File: config.mk
export PLATFORM = sky130hd
export DESIGN_NAME = pipememarb
export DESIGN_NICKNAME = d
export VERILOG_FILES = /design/src/rtl/pipememarb.sv
export SDC_FILE = /design/constraint.sdc
export NUM_CORES = 1
export LEC_CHECK = 0
export ABC_AREA = 1
export BUFFER_PORTS_ARGS = -buffer_cell sky130_fd_sc_hd__buf_2
export CORE_MARGIN = 3
export CORE_UTILIZATION = 45
export DETAILED_ROUTE_END_ITERATION = 7
export GPL_ROUTABILITY_DRIVEN = 0
export PLACE_DENSITY = 0.81
export SYNTH_ARGS = -nofsm -noshare
export SYNTH_HDL_FRONTEND = slang
export SYNTH_SLANG_ARGS = --single-unit
File: constraint.sdc
create_clock -name clock -period 3.72 [get_ports clock]
set_input_delay 0.93 -clock clock [delete_from_list [all_inputs] [get_ports clock]]
set_output_delay 0.93 -clock clock [all_outputs]
set_load 0.02 [all_outputs]
File: src/rtl/pipememarb.sv
// Single-port memory sequencer/arbiter shared by the IF and MEM pipeline stages.
// Grants one access at a time (data over fetch), counts a fixed latency, returns a done pulse.
module pipememarb #(
  parameter int LAT = 2
) (
  input  logic        clock,
  input  logic        resetn,
  input  logic        ireq,
  input  logic [31:0] iaddr,
  output logic [31:0] irdata,
  output logic        idone,
  output logic        istall,
  input  logic        dreq,
  input  logic        dwe,
  input  logic [31:0] daddr,
  input  logic [31:0] dwdata,
  output logic [31:0] drdata,
  output logic        ddone,
  output logic        dstall,
  output logic [31:0] maddr,
  output logic        mwe,
  output logic [31:0] mwdata,
  output logic        mreq,
  input  logic [31:0] mrdata,
  output logic [1:0]  dbg_state
);

  // Handshake: a requester raises ireq/dreq and holds it (with address/data stable)
  // until its one-cycle done pulse; the done cycle is the only cycle its stall is low.
  typedef enum logic [1:0] {IDLE, IBUSY, DBUSY, DONE} state_t;

  localparam logic [3:0] LAT_M1 = 4'(LAT - 1);

  state_t      state_q, state_d;
  logic [3:0]  cnt_q, cnt_d;
  logic [31:0] maddr_q, maddr_d;
  logic        mwe_q, mwe_d;
  logic [31:0] mwdata_q, mwdata_d;
  logic        mreq_q, mreq_d;
  logic [31:0] irdata_q, irdata_d;
  logic [31:0] drdata_q, drdata_d;
  logic        idone_q, idone_d;
  logic        ddone_q, ddone_d;

  always_comb begin
    state_d  = state_q;
    cnt_d    = cnt_q;
    maddr_d  = maddr_q;
    mwdata_d = mwdata_q;
    irdata_d = irdata_q;
    drdata_d = drdata_q;
    mwe_d    = 1'b0;
    mreq_d   = 1'b0;
    idone_d  = 1'b0;
    ddone_d  = 1'b0;
    case (state_q)
      IDLE: begin
        if (dreq) begin
          state_d  = DBUSY;
          maddr_d  = daddr;
          mwe_d    = dwe;
          mwdata_d = dwdata;
          mreq_d   = 1'b1;
          cnt_d    = LAT_M1;
        end else if (ireq) begin
          state_d = IBUSY;
          maddr_d = iaddr;
          mreq_d  = 1'b1;
          cnt_d   = LAT_M1;
        end
      end
      IBUSY, DBUSY: begin
        if (cnt_q != 4'd0) begin
          cnt_d = cnt_q - 4'd1;
        end else begin
          state_d = DONE;
          if (state_q == IBUSY) begin
            irdata_d = mrdata;
            idone_d  = 1'b1;
          end else begin
            drdata_d = mrdata;
            ddone_d  = 1'b1;
          end
        end
      end
      // Requests still visible here belong to the access just completed.
      DONE: state_d = IDLE;
      default: state_d = IDLE;
    endcase
  end

  always_ff @(posedge clock or negedge resetn) begin
    if (!resetn) begin
      state_q  <= IDLE;
      cnt_q    <= 4'd0;
      maddr_q  <= 32'd0;
      mwe_q    <= 1'b0;
      mwdata_q <= 32'd0;
      mreq_q   <= 1'b0;
      irdata_q <= 32'd0;
      drdata_q <= 32'd0;
      idone_q  <= 1'b0;
      ddone_q  <= 1'b0;
    end else begin
      state_q  <= state_d;
      cnt_q    <= cnt_d;
      maddr_q  <= maddr_d;
      mwe_q    <= mwe_d;
      mwdata_q <= mwdata_d;
      mreq_q   <= mreq_d;
      irdata_q <= irdata_d;
      drdata_q <= drdata_d;
      idone_q  <= idone_d;
      ddone_q  <= ddone_d;
    end
  end

  assign maddr     = maddr_q;
  assign mwe       = mwe_q;
  assign mwdata    = mwdata_q;
  assign mreq      = mreq_q;
  assign irdata    = irdata_q;
  assign drdata    = drdata_q;
  assign idone     = idone_q;
  assign ddone     = ddone_q;
  assign istall    = ireq & ~idone_q;
  assign dstall    = dreq & ~ddone_q;
  assign dbg_state = state_q;

endmodule

* After elaboration in Yosys (flattened, before gate mapping)
Cells that the tools add are included.
Word-level totals: register bits after elaboration 138, input bits 133, output and inout bits 136, logic and storage cells 55
Cells by class: $add $sub $neg 1, eq/ne operators 6, multiplexer cells 21, bitwise logic cells 6, reduce and logical (&&, ||, !) cells 11
Operators by type and width (number):
- $mux 32 | 2
- $mux 4 | 3
- $mux 1 | 11
- $reduce_and 3->1 | 3
- $pmux 4 s2 | 1
- $mux 2 | 3
- $pmux 2 s3 | 1
- $reduce_and 2->1 | 3
- $eq 2x2->1 const B | 2
- $ne 2x2->1 const B | 2
- $not 1->1 | 4
- $reduce_bool 2->1 | 2
- $reduce_bool 4->1 | 1
- $sub 4x1->4 const B | 1
- $ne 3x3->1 const B | 1
- $and 1x1->1 | 2
- $eq 2x1->1 const B | 1
- $logic_not 2->1 | 1
- $reduce_or 2->1 | 1

* Logic depth before layout (Yosys ltp)
Gate-level depths: netlist of the first run.
depth after elaboration 4, depth in mapped cells 9, depth with buffers taken out 7

* Worst setup path before layout of the first run
No wires, ideal clock.
kind input-to-output, from input port dreq, to output port dstall, data arrival time 1.564 ns, data required time 2.790 ns, path slack 1.226 ns, stages 4, buffers on the path 2, cell sequence buf_4 inv_4 buf_2 nor2_1
On the way: longest elaborated chain between the ends 1
Ends and longest elaborated chain:
- start: declaration | RTL line 13 | input logic dreq,
- $and 1x1->1 | RTL line 127 | assign dstall = dreq & ~ddone_q;
- end: declaration | RTL line 19 | output logic dstall,
No other way between the ends.

* Worst setup path in the final report of the first run
Ends and elaborated chain as after synthesis.

==> results of run 1 <==
## kinds of logic after synthesis
kind of cell	synth area share, %
adder cells (fa/ha/maj)	1.057
buffers and inverters	7.126
multiplexers	6.090
flip-flops	58.36
AND/OR/NAND/NOR	11.52
AO/OA/AOI/OAI	15.84
## worst paths after layout
path,start,depth (start not counted),to
worst max-delay path,dreq,4,dstall
worst min-delay path,resetn,1,irdata[17]
worst max register to register,dbg_state[0],6,irdata[6]
worst min register to register,irdata[10],2,irdata[10]
max in group asynchronous,resetn,2,drdata[1]
min in group clock,irdata[10],2,irdata[10]
## routing by layer
metal | track usage [%] | vias up | part of all wire (%)
met4 | 10.48 | 0 | 4.1
li1 | - | 2308 | -
met1 | 23.93 | 2233 | 40
met2 | 32.03 | 178 | 49
met3 | 5.145 | 36 | 6.7
met5 | 0 | - | 0
## report_power, final
part           leakage (nW)  total, mW  internal, mW  switching (mW)
Combinational          2.17       3.47          1.29            2.17
Clock                 0.289       1.73          1.07           0.657
Sequential             1.62       2.65          2.25           0.396
## metrics by stage
| step | utilization, % | power (mW) | worst slack, ns | instances |
|---|---|---|---|---|
| 4_1_cts | 62.21 | 7.941 | 1.189 | 997 |
| 3_3_place_gp | 57.42 | 6.052 | 1.182 | 965 |
| 5_1_grt | 62.21 | 8.368 | 1.118 | 997 |
| 6_report | 62.21 | 7.847 | 1.196 | 997 |
| 2_1_floorplan | - | 5.080 | 1.226 | 550 |
| 3_5_place_dp | 57.42 | 6.166 | 1.192 | 965 |
## synthesized netlist by cell type (2+ instances only)
library cell,number
dfrtp_1,138
nor2_1,69
nand2_1,61
o21ai_2,46
inv_1,44
mux2_2,32
o21a_1,32
o21ai_0,28
o21ai_1,28
nand2_2,20
buf_2,12
buf_6,12
nand3_1,8
buf_4,6
ha_1,5
clkbuf_2,2
nor2_2,2
## flip-flops by register name (all words and copies together) (netlist names)
name	cells
maddr	32
drdata	32
idone	1
mreq	1
dbg_state	2
cnt_q	4
irdata	32
mwdata	32
mwe	1
ddone	1
## worst register-to-register path: stages, from the launching register on
cell and delay (ns):
dfrtp_1 0.38, inv_1 0.07, ha_1 0.45, nand3_2 0.50
buf_4 0.44, nand2_1 0.12, o21ai_2 0.06
## layout make-up
cell class              instances  area, um2  area share, %
inverters                      45      171.4          2.166
multi-input cells             335       2052          25.93
clock inverters                14      170.2          2.150
repair buffers                275       1413          17.85
clock buffers                  18      439.2          5.549
flip-flops and latches        138       3453          43.64
well taps                     172      215.2          2.719
==> results.py, run 1 <==
metrics = {
    "cells_and_area": {
        "antenna_cells": 0,
        "final_area_mm2": 0.007914,
        "drive_gt1_share_pct": 49.94,
        "fillers": 1082,
        "final_common_cell": "buf_2",
        "layout_common_cells": "buf_2 (267), dfrtp_1 (138), nor2_1 (69), nand2_1 (60), o21ai_2 (46)",
        "areaGrowthSynthToFinish_pct": 33.75,
        "fin_nets": 950,
    },
    "sta": {
        "setup_tns_ns": 0,
        "setup_viol": 0,
        "rsz0062_at_grt": "no",
        "skew_ns": 0.009056,
        "min_period_ns": 2.524,
        "finalHoldViolations": 0,
        "worst_hold_slack_ns": 0.4604,
        "max_freq_mhz": 396.3,
        "worst_pin_slew_ns": 0.7306,
        "drv_slew": 0,
        "max_slew_margin_pct": 51.12,
        "period_share_pct": 67.84,
    },
    "pwr": {
        "power.static_leakage_nw": 4.079,
        "peakVddDrop_uv": 520.1,
        "power_density_mw_per_mm2": 991.6,
    },
    "place": {
        "port_buffers": 268,
        "place_area_mm2": 0.007305,
        "hpwl_mm": 10.27,
    },
    "grt": {
        "grt_pass1_vias": 4744,
        "gr-total-overflow": 0,
        "grt_pass1_wl_mm": 22.79,
        "grt_max_degree": 86,
        "grt_usage_pct": 19.66,
        "antenna_found_initial": 0,
    },
    "cts": {
        "ctsResizeCount": 0,
        "clk_latency_ns": 0.41,
        "cts_hold_buf": 0,
        "clock_sinks": 138,
        "htree_levels": 4,
        "cts_buffer_depth": 2,
        "post-cts-setup-buffers": 0,
        "cts.clk_slew.worst_paths_ns": 0.06,
        "cts_tree": "done",
        "cts-root-buf": "clkbuf_16",
        "cts_buffers": 17,
    },
    "routing": {
        "wire_per_inst_um": 14.32,
        "finalWirelength_mm": 14.27,
        "drt_iter0_markers": 275,
        "ant_nets": 0,
        "vias": 4755,
        "viasPerCell": 4.769,
        "drc": 0,
        "drt_first_pass_iters": 4,
    },
    "run_status": {
        "status": "completed",
    },
    "yosys": {
        "synth_area_mm2": 0.005917,
        "avgSynthCellArea_um2": 10.76,
        "synth_edf_count": 0,
        "yosysWarnings": 0,
        "async_flop_share_pct": 100.0,
        "synth_area_leader_cell": "dfrtp_1",
        "synthesis.nets": 688,
        "synthTopCellsByArea": "dfrtp_1 (58%), o21ai_2 (6.8%), mux2_2 (6.1%), nor2_1 (4.4%), o21a_1 (4.1%)",
        "synthCells": 550,
        "synth_top_flop_cell": "dfrtp_1",
        "ys_seq_elements": 138,
        "synth_top_area_share_pct": 58.36,
        "seq_area_frac_synth_pct": 58.36,
        "netlist-cell-type-count": 22,
    },
    "worst_setup_path": {
        "path_cells": "buf_2 > inv_4 > nor2_1 > buf_2",
        "crit_buf_inv": 3,
        "reg2reg_setup_slack_ns": 1.57,
        "criticalPathCategory": "in -> out",
        "startpoint_type": "input pin",
        "critical_path.max_stage_delay_ns": 0.29,
        "crit_arrival_ns": 1.59,
        "cp-end-kind": "output pin",
        "crit_top_cell": "buf_2",
        "required_ns": 2.79,
        "crit_path_top_delay_cell": "inv_4",
        "cp_max_fo": 36,
        "cpLargestDelayFamily": "buffers and inverters",
    },
    "die": {
        "dieHeight_um": 120.7,
        "fp.dieArea_mm2": 0.01456,
        "io_pins": 269,
        "die_x_um": 120.7,
        "initial_core_util_pct": 46.51,
        "rows": 41,
        "coreArea_mm2": 0.01272,
    },
    "run": {
        "drv_cap": 0,
    },
    "worst_hold_path": {
        "hold_class": "in -> async",
    },
}
No activity file was read; power rests on OpenSTA's default activity.
==> run 2, diff against run 1 <==
- ABC_AREA: 1 -> 0
- CORE_UTILIZATION: 45 -> 42
- PLACE_DENSITY: 0.81 -> 0.8
- clock period: 3.72 -> 2.15 ns (I/O delays scaled with it)
==> run 2 against run 1 <==
Global-route usage shrank 0.43 points. Wire length fell by 0.29%. Sequential power up 74%. Synthesized area is 0.76% lower. Largest power group unchanged.
==> results.py, run 2 <==
metrics = {
    "cts": {
        "cts_hold_buf": 0,
        "cts.clk_slew.worst_paths_ns": 0.06,
        "cts_buffers": 17,
        "ctsResizeCount": 0,
        "clk_latency_ns": 0.41,
        "post-cts-setup-buffers": 0,
        "clock_sinks": 138,
        "htree_levels": 4,
        "cts_buffer_depth": 2,
        "cts_tree": "done",
        "cts-root-buf": "clkbuf_16",
    },
    "yosys": {
        "synthTopCellsByArea": "dfrtp_1 (59%), mux2_4 (15%), mux2_2 (7.3%), mux2i_1 (5.5%), o21ai_0 (3.2%)",
        "avgSynthCellArea_um2": 14.61,
        "netlist-cell-type-count": 33,
        "synthesis.nets": 540,
        "synthTopCellsByCount": "dfrtp_1 (138), mux2_4 (58), mux2_2 (38)",
        "synthCells": 402,
        "synth_area_leader_cell": "dfrtp_1",
        "synth_top_flop_cell": "dfrtp_1",
        "seq_area_frac_synth_pct": 58.81,
        "async_flop_share_pct": 100.0,
        "synth_top_area_share_pct": 58.81,
        "ys_seq_elements": 138,
        "synth_edf_count": 0,
        "yosysWarnings": 0,
        "yosysMostFrequentCell": "dfrtp_1",
        "synth_area_mm2": 0.005872,
    },
    "sta": {
        "rsz0062_at_grt": "no",
        "setup_viol": 0,
        "fin_ws_ns": 0.1646,
        "period_share_pct": 92.34,
        "skew_ns": 0.008925,
        "worst_hold_slack_ns": 0.07693,
        "finalHoldViolations": 0,
        "max_slew_margin_pct": 63.99,
        "max_freq_mhz": 503.7,
        "worst_pin_slew_ns": 0.5401,
        "setup_tns_ns": 0,
        "min_period_ns": 1.985,
        "drv_slew": 0,
    },
    "worst_setup_path": {
        "crit_arrival_ns": 2.27,
        "criticalPathCategory": "reg -> reg",
        "required_ns": 2.43,
        "cp-end-kind": "register",
        "cp_max_fo": 12,
        "startpoint_type": "register",
    },
    "run_status": {
        "status": "completed",
    },
    "cells_and_area": {
        "antenna_cells": 0,
        "final_area_mm2": 0.008058,
        "final_common_cell": "buf_2",
        "fin_nets": 816,
        "areaGrowthSynthToFinish_pct": 37.23,
        "layout_common_cells": "buf_2 (267), dfrtp_1 (138), mux2_4 (58), mux2_2 (38), o21ai_0 (36)",
        "drive_gt1_share_pct": 59.57,
    },
    "die": {
        "die_x_um": 124.2,
        "dieHeight_um": 124.2,
        "initial_core_util_pct": 43.65,
        "coreArea_mm2": 0.01345,
        "io_pins": 269,
        "fp.dieArea_mm2": 0.01544,
        "rows": 42,
    },
    "routing": {
        "vias": 4151,
        "viasPerCell": 4.793,
        "finalWirelength_mm": 14.23,
        "ant_nets": 0,
        "drt_first_pass_iters": 4,
        "drc": 0,
        "wire_per_inst_um": 16.43,
        "drt_iter0_markers": 228,
    },
    "worst_hold_path": {
        "hold_class": "in -> async",
    },
    "grt": {
        "grt_usage_pct": 19.23,
        "gr-total-overflow": 0,
        "grt_pass1_wl_mm": 23.88,
        "grt_max_degree": 66,
        "grt_pass1_vias": 4493,
        "antenna_found_initial": 0,
    },
    "pwr": {
        "peakVddDrop_uv": 698.4,
        "total_power_mw": 13.71,
        "power.static_leakage_nw": 4.277,
        "power_density_mw_per_mm2": 1701,
    },
    "place": {
        "port_buffers": 268,
        "post-place-ws_ns": 0.1523,
        "place_area_mm2": 0.007430,
        "hpwl_mm": 10.78,
    },
    "run": {
        "drv_cap": 0,
    },
}
-- run 2: layout make-up --
cell class | count | area, um2
Fill cell | 1111 | 5395
Inverter | 7 | 26.28
Tap cell | 176 | 220.2
Multi-Input combinational cell | 235 | 2225
Clock buffer | 23 | 488.0
Clock inverter | 8 | 140.1
Sequential cell | 138 | 3453
Timing Repair Buffer | 279 | 1505
-- run 2: kinds of logic after synthesis --
family	share of synthesized area, %
and+or+nand+nor	4.922
AOI/OAI and AO/OA	4.113
buffers and inverters	3.516
DFF	58.81
adders and majority gates	1.065
muxes	27.57
-- run 2: power by group --
part	leakage (nW)	internal (mW)	total, mW	switching [mW]
Combinational	2.30	2.69	6.01	3.32
Sequential	1.66	3.91	4.61	0.699
Clock	0.313	2.05	3.09	1.04
-- run 2: per-stage QoR --
stage | utilization (%) | instances
2_1_floorplan | - | 402
3_3_place_gp | 55.23 | 835
3_5_place_dp | 55.23 | 835
4_1_cts | 59.90 | 866
5_1_grt | 59.90 | 866
6_report | 59.90 | 866
-- run 2: routing by layer --
| metal | up-vias | share of wire, % | GRT usage, % |
|---|---|---|---|
| li1 | 1969 | - | - |
| met1 | 1998 | 43 | 24.42 |
| met5 | - | 0 | 0 |
| met4 | 0 | 2.2 | 8.511 |
| met3 | 25 | 4.8 | 4.897 |
| met2 | 159 | 50 | 31.14 |
-- run 2: worst max-delay path: stages (launching register included) --
cell	delay, ns
dfrtp_1	0.39
inv_1	0.08
ha_1	0.30
nor3b_2	0.24
and3b_2	0.26
buf_4	0.26
mux2_4	0.32
-- run 2: worst paths after layout --
check / from / to / slack (ns) / cells past startpoint
hold / removal: resetn / maddr[24] / 0.08 / 1
hold reg to reg: maddr[1] / maddr[1] / 0.47 / 2
setup / recovery: dbg_state[0] / drdata[29] / 0.16 / 6
max in group asynchronous: resetn / drdata[25] / 1.41 / 2
min in group clock: dwdata[18] / mwdata[18] / 0.36 / 2
setup reg to reg: dbg_state[0] / drdata[29] / 0.16 / 6
